## src/rtl/uart_rx_pkg.sv

```systemverilog
// Shared UART definitions: receiver state encoding, oversampling constants
// and the default frame geometry reused by the transmitter side.
package uart_pkg;

  typedef enum logic [2:0] {
    IDLE   = 3'd0,
    START  = 3'd1,
    DATA   = 3'd2,
    STOP   = 3'd3,
    PARITY = 3'd4
  } uart_rx_state_t;

  localparam int OVERSAMPLE   = 16;
  localparam int MID_SAMPLE   = 7;
  localparam int UART_DBIT    = 8;
  localparam int UART_SB_TICK = 16;

endpackage

```

## src/rtl/uart_rx_if.sv

```systemverilog
// Receiver result bundle: received word, completion strobe and error flags.
// The parity_err signal exists only when UART_RX_PARITY_EN is defined.
interface uart_rx_if #(
  parameter int DBIT = 8
);

  logic [DBIT-1:0] dout;
  logic            rx_done_tick;
  logic            frame_err;
`ifdef UART_RX_PARITY_EN
  logic            parity_err;
`endif

`ifdef UART_RX_PARITY_EN
  modport master (output dout, output rx_done_tick, output frame_err, output parity_err);
  modport slave  (input  dout, input  rx_done_tick, input  frame_err, input  parity_err);
`else
  modport master (output dout, output rx_done_tick, output frame_err);
  modport slave  (input  dout, input  rx_done_tick, input  frame_err);
`endif

endinterface

```

## src/rtl/uart_rx_sync_2ff.sv

```systemverilog
// Generic two-flop synchroniser for a single asynchronous input bit.
// RST_VAL sets the value both flops take in reset (idle level of the pin).
module sync_2ff #(
  parameter logic RST_VAL = 1'b0
) (
  input  logic clk,
  input  logic reset,
  input  logic i_d,
  output logic o_q
);

  logic r_meta;
  logic r_sync;

  // Two-stage capture of the asynchronous input.
  always_ff @(posedge clk) begin
    if (reset) begin
      r_meta <= RST_VAL;
      r_sync <= RST_VAL;
    end else begin
      r_meta <= i_d;
      r_sync <= r_meta;
    end
  end

  assign o_q = r_sync;

endmodule

```

## src/rtl/uart_rx.sv

```systemverilog
// UART receiver, 16x oversampling, LSB first, 8N1 by default.
// Define UART_RX_PARITY_EN to add an even-parity bit (8E1) and parity_err.
// The rx_if interface instance must be built with the same DBIT.
module uart_rx
  import uart_pkg::*;
#(
  parameter int DBIT    = UART_DBIT,
  parameter int SB_TICK = UART_SB_TICK
) (
  input  logic      clk,
  input  logic      reset,
  input  logic      rx,
  input  logic      s_tick,
  uart_rx_if.master rx_if
);

  // s must reach SB_TICK-1 in STOP, so widen it for 1.5/2 stop bits.
  localparam int SW = (SB_TICK > OVERSAMPLE) ? $clog2(SB_TICK) : 4;
  localparam int NW = $clog2(DBIT);

  logic           w_rx_s;
  uart_rx_state_t r_state;
  logic [SW-1:0]  r_s;
  logic [NW-1:0]  r_n;
  logic [DBIT-1:0] r_b;
  logic [DBIT-1:0] r_dout;
  logic           r_done;
  logic           r_frame_err;
  logic           r_armed;
`ifdef UART_RX_PARITY_EN
  logic           r_par;
  logic           r_parity_err;
`endif

  sync_2ff #(.RST_VAL(1'b1)) u_rx_sync (
    .clk   (clk),
    .reset (reset),
    .i_d   (rx),
    .o_q   (w_rx_s)
  );

  // Receive state machine: start detection, bit sampling and result registers.
  always_ff @(posedge clk) begin
    if (reset) begin
      r_state     <= IDLE;
      r_s         <= '0;
      r_n         <= '0;
      r_b         <= '0;
      r_dout      <= '0;
      r_done      <= 1'b0;
      r_frame_err <= 1'b0;
      r_armed     <= 1'b1;
`ifdef UART_RX_PARITY_EN
      r_par        <= 1'b0;
      r_parity_err <= 1'b0;
`endif
    end else begin
      r_done <= 1'b0;
      case (r_state)
        IDLE: begin
          // After a break the line must return high before a new start counts.
          if (!r_armed) begin
            if (w_rx_s) begin
              r_armed <= 1'b1;
            end
          end else if (!w_rx_s) begin
            r_state <= START;
            r_s     <= '0;
          end
        end
        START: begin
          if (s_tick) begin
            if (r_s == SW'(MID_SAMPLE)) begin
              if (!w_rx_s) begin
                r_state <= DATA;
                r_s     <= '0;
                r_n     <= '0;
              end else begin
                r_state <= IDLE;
              end
            end else begin
              r_s <= r_s + SW'(1);
            end
          end
        end
        DATA: begin
          if (s_tick) begin
            if (r_s == SW'(OVERSAMPLE - 1)) begin
              r_s <= '0;
              r_b <= {w_rx_s, r_b[DBIT-1:1]};
              if (r_n == NW'(DBIT - 1)) begin
`ifdef UART_RX_PARITY_EN
                r_state <= PARITY;
`else
                r_state <= STOP;
`endif
              end else begin
                r_n <= r_n + NW'(1);
              end
            end else begin
              r_s <= r_s + SW'(1);
            end
          end
        end
`ifdef UART_RX_PARITY_EN
        PARITY: begin
          if (s_tick) begin
            if (r_s == SW'(OVERSAMPLE - 1)) begin
              r_s     <= '0;
              r_par   <= w_rx_s;
              r_state <= STOP;
            end else begin
              r_s <= r_s + SW'(1);
            end
          end
        end
`endif
        STOP: begin
          if (s_tick) begin
            if (r_s == SW'(SB_TICK - 1)) begin
              r_dout      <= r_b;
              r_done      <= 1'b1;
              r_frame_err <= ~w_rx_s;
              r_state     <= IDLE;
              r_s         <= '0;
`ifdef UART_RX_PARITY_EN
              r_parity_err <= r_par ^ (^r_b);
`endif
              if (!w_rx_s) begin
                r_armed <= 1'b0;
              end
            end else begin
              r_s <= r_s + SW'(1);
            end
          end
        end
        default: begin
          r_state <= IDLE;
          r_s     <= '0;
        end
      endcase
    end
  end

  assign rx_if.dout         = r_dout;
  assign rx_if.rx_done_tick = r_done;
  assign rx_if.frame_err    = r_frame_err;
`ifdef UART_RX_PARITY_EN
  assign rx_if.parity_err   = r_parity_err;
`endif

endmodule

```

## src/flat_wrapper.sv

```systemverilog
// flat-port wrapper written by rule: the top's interface ports become plain ports
module uart_rx_flat import uart_pkg::*;
#(
  parameter int DBIT    = UART_DBIT,
  parameter int SB_TICK = UART_SB_TICK
)
  (clk, reset, rx, s_tick, rx_if_dout, rx_if_rx_done_tick, rx_if_frame_err);
  uart_rx_if #(.DBIT(DBIT)) rx_if_i ();
  input  logic clk;
  input  logic reset;
  input  logic rx;
  input  logic s_tick;
  output wire logic [$bits(rx_if_i.dout)-1:0] rx_if_dout;
  output wire logic [$bits(rx_if_i.rx_done_tick)-1:0] rx_if_rx_done_tick;
  output wire logic [$bits(rx_if_i.frame_err)-1:0] rx_if_frame_err;
  assign rx_if_dout = rx_if_i.dout;
  assign rx_if_rx_done_tick = rx_if_i.rx_done_tick;
  assign rx_if_frame_err = rx_if_i.frame_err;
  uart_rx #(.DBIT(DBIT), .SB_TICK(SB_TICK)) u_core (.clk(clk), .reset(reset), .rx(rx), .s_tick(s_tick), .rx_if(rx_if_i));
endmodule
```

## config.mk

```make
export PLATFORM = sky130hd
export DESIGN_NAME = uart_rx_flat
export DESIGN_NICKNAME = d
export VERILOG_FILES = /design/src/rtl/uart_rx_pkg.sv /design/src/rtl/uart_rx_if.sv /design/src/rtl/uart_rx_sync_2ff.sv /design/src/rtl/uart_rx.sv /design/src/flat_wrapper.sv
export SDC_FILE = /design/constraint.sdc
export NUM_CORES = 1
export LEC_CHECK = 0
export ABC_AREA = 0
export BUFFER_PORTS_ARGS = -buffer_cell sky130_fd_sc_hd__buf_2
export CAP_MARGIN = 20
export CELL_PAD_IN_SITES_DETAIL_PLACEMENT = 1
export CELL_PAD_IN_SITES_GLOBAL_PLACEMENT = 2
export CORE_ASPECT_RATIO = 1.2
export CORE_MARGIN = 2
export CORE_UTILIZATION = 36
export DETAILED_ROUTE_END_ITERATION = 10
export GPL_TIMING_DRIVEN = 1
export PLACE_DENSITY = 0.79
export SLEW_MARGIN = 15
export SYNTH_ARGS = -nofsm -noshare
export SYNTH_HDL_FRONTEND = slang
export SYNTH_HIERARCHICAL = 1
export SYNTH_SLANG_ARGS = --single-unit
```

## constraint.sdc

```tcl
create_clock -name clk -period 2 [get_ports clk]
set_clock_uncertainty 0.1 [all_clocks]
set_input_delay 0.2 -clock clk [delete_from_list [all_inputs] [get_ports clk]]
set_output_delay 0.2 -clock clk [all_outputs]
set_load 0.005 [all_outputs]
```

==> summary.log <==
[run_status] status finished clean
[min_path] hold path depth 2
[critical_path] Setup crit end kind flop
[pwr] internal power 919 uW
[critical_path] depth of the most critical reg-to-reg path 6
[timing] worst slew margin relative to its limit 76.8%
[critical_path] critical path data required time 2.07 ns
[timing] minimum clock period 1.77 ns
[logic_synthesis] synth unique cells 38
[die] core region area 3600 um2
[logic_synthesis] count of flip-flops with a built-in enable after synthesis 0
[global_routing] first-pass GRT wire length 5.14 mm
[critical_path] reg-to-reg slack, setup 0.23 ns
[timing] pin slew with the least headroom to its limit 0.348 ns
[place] routability congestion estimate 0.709
[drt] wire length on met1 1.19 mm
[layout] share of post-route cells with drive strength above 1 20.6%
[clocking] Resized cells post-CTS 0
[logic_synthesis] Syn. warnings 6
[logic_synthesis] top-area cell type share of the netlist area 44.6%
[drt] initial detailed-routing violation count 36
[timing] maximum achievable frequency 0.564 GHz
[clocking] setup repair bufs after CTS 0
[logic_synthesis] synth cell count leaders 30 x dfxtp_1, 23 x nor2_1, 19 x mux2i_1
[timing] setup TNS 0 ns
[logic_synthesis] top_reg_cell synth dfxtp_1
[drt] post-detailed-route via-to-cell ratio 5.15
[pwr] switching pwr 289 uW
[die] die boundary height 71.0 um
[logic_synthesis] ranking of synthesized cells by area dfxtp_1 45%, mux2i_1 14%, nor2_1 6.4%
[timing] fraction of the cycle the final worst path needs 88.6%
[global_routing] via count of the first global-routing pass 1,108
[pwr] logic gate share of total power 6.8%
[critical_path] reg-to-reg critical path endpoint u_core/r_b[5]
[die] Top-Level Pins 14
[timing] RSZ-0062 raised after global routing false
[logic_synthesis] gate count after technology mapping 137
[global_routing] antenna violations before repair 0
[layout] Util after Layout 42.5%
[drt] number of nets with antenna violations after routing 0
[drt] drt drc 0
[critical_path] cell with the largest stage delay on the worst path dfxtp_1
[timing] final number of setup-violating endpoints 0
[clocking] TritonCTS buffer count 5
[layout] final layout net count 161
[place] number of I/O port buffers 13
[pwr] clock share of power 42.1%
[global_routing] overall overflow remaining after global route 0
[critical_path] worst setup path start u_core/r_s[0]
[pwr] Leak Pwr 0.683 nW
[critical_path] chain of cells forming the critical path ha_1 -> and3_1 -> and3_1 -> buf_4 -> mux2i_1 -> nor2_1
[critical_path] slowest stage delay, CP 0.38 ns
[critical_path] Top Family by Delay on Critical Path simple AND/OR/NAND/NOR gates
[pwr] IR Drop Worst-Case VDD 0.532 mV
[critical_path] logic depth of the worst setup path including buffers 6
[clocking] root buffer selected by CTS clkbuf_8
[logic_synthesis] cell accounting for the most synthesized area dfxtp_1
[clocking] number of buffers on the longest clock path 2
[die] die area 4250 um2
[critical_path] timing endpoint of the critical path u_core/r_b[5]
[place] total placed instance area 1430 um2
[drt] Detail Route met2 WL 1.56 mm
[run] max-cap violations 0
[die] row count 24
[logic_synthesis] post-synthesis average cell area 9.84 um2
[logic_synthesis] Async SR Flop Fraction 0%
[pwr] sequential power share 51.1%
[logic_synthesis] area of the mapped netlist 1350 um2
[drt] highest routed layer met4
[place] HPWL after detailed placement 2.19 mm
[clocking] CTS H-Tree Depth 2
[layout] total non-filler cell area in the finished layout 1530 um2
[layout] relative area change from synthesis to final layout 13.6%
[global_routing] global-route total usage across every layer 16.3%
[pwr] power density over the cells 788 nW/um2
[layout] diode count 0
[logic_synthesis] most common cell in the synthesized netlist dfxtp_1
[logic_synthesis] Yosys reg bits 30
[timing] final hold vios 0
[die] floorplan die width 59.9 um
[critical_path] cell with the most instances on the worst path and3_1
[drt] Detailed Route WL 2.91 mm
[critical_path] maximum fanout along the worst path 8
[critical_path] Critical R2R Launch u_core/r_s[0]
[clocking] clock transition at the registers of the reported paths 0.07 ns
[critical_path] kind of start point of the critical path flop
[critical_path] worst path bufs/invs 1
[clocking] clock tree from TritonCTS yes
[clocking] clock tree sinks 30
[pwr] switching fraction of total power 23.9%
[die] starting density of the core 37.4%
[min_path] worst min-delay path class in -> reg
[timing] max-slew violation total from the final report 0
[drt] wire length per cell after detailed routing 15.0 um
[global_routing] largest net degree at the start of global routing 19
[critical_path] Worst EP arrival 1.85 ns
[drt] met3 routed WL 95 um
[clocking] Worst-Skew Late Latency 0.29 ns
[clocking] cts hold-fix bufs 1
[critical_path] class of the most critical setup path reg -> reg
[logic_synthesis] Synth Net Count 144
[drt] via count 999
[logic_synthesis] sequential cell area fraction in the yosys report 44.6%
[drt] TritonRoute pass-1 iters 4
## worst min path at each step
| stage | from | to | slack, ns |
|---|---|---|---|
| 4_1_cts | reset | u_core/rx_if.dout[1] | 0.19 |
| 6_report | reset | u_core/rx_if.dout[1] | 0.17 |
| 2_1_floorplan | reset | u_core/u_rx_sync/r_meta | 0.20 |
| 3_5_place_dp | rx | u_core/u_rx_sync/r_meta | 0.28 |
| 5_1_grt | reset | u_core/rx_if.dout[0] | 0.21 |
| 3_3_place_gp | rx | u_core/u_rx_sync/r_meta | 0.28 |
## layout by cell type, fill, tap and decap left out, drive strengths merged, types with 3 or more instances in the layout
cell type	Yosys	routed
ha	3	3
o21ai	3	3
nor2	23	23
nand2	10	10
mux2i	19	19
nand2b	6	6
dfxtp	30	30
or2	5	5
a21oi	5	5
clkbuf	4	7
buf	4	17
## sequential cells by signal, indices dropped and copies added (netlist names)
signal                     cells
u_core/r_b                     8
u_core/rx_if.dout              8
u_core/r_s                     4
u_core/r_n                     3
u_core/r_state                 2
u_core/r_armed                 1
u_core/rx_if.frame_err         1
u_core/rx_if.rx_done_tick      1
u_core/u_rx_sync/o_q           1
u_core/u_rx_sync/r_meta        1
## cell families after synthesis
logic type	count (synthesis)	share of synthesized area (%)
flip-flops	30	44.6
multiplexers	20	15.2
AO/OA/AOI/OAI	18	11.6
XOR/XNOR	1	0.650
adder cells (fa/ha/maj)	3	2.79
AND/OR/NAND/NOR	56	20.3
buffers and inverters	9	4.83
## layer usage
layer / vias to the layer above / GRT usage [%]
li1: 498 / -
met1: 483 / 18.0
met2: 13 / 27.7
met3: 5 / 5.12
met4: 0 / 7.41
met5: - / 0
## power by group through the flow
stage          combinational [mW]  sequential, mW  clock, mW
2_1_floorplan              0.0827           0.622          0
3_3_place_gp               0.0789           0.629          0
3_5_place_dp               0.0817           0.631          0
4_1_cts                    0.0839           0.617      0.525
5_1_grt                    0.0913           0.618      0.550
6_report                   0.0826           0.617      0.508
## cell type report
cell class                      count  area, um2
Inverter                            1       3.75
Timing Repair Buffer               18        105
Fill cell                         420       2070
Clock inverter                      1       5.00
Tap cell                           39       48.8
Clock buffer                        7       86.3
Multi-Input combinational cell     98        682
Sequential cell                    30        601
## per-stage QoR
| step | worst slack (ns) | cells | power, mW | hold slack, ns |
|---|---|---|---|---|
| finish | 0.228 | 194 | 1.21 | 0.175 |
| global placement | 0.321 | 185 | 0.708 | 0.280 |
| global route | 0.0930 | 194 | 1.26 | 0.209 |
| floorplan | 0.416 | 137 | 0.705 | 0.197 |
| detailed placement | 0.242 | 185 | 0.712 | 0.285 |
| CTS | 0.209 | 194 | 1.23 | 0.185 |
(Power assumes the default switching activity.)
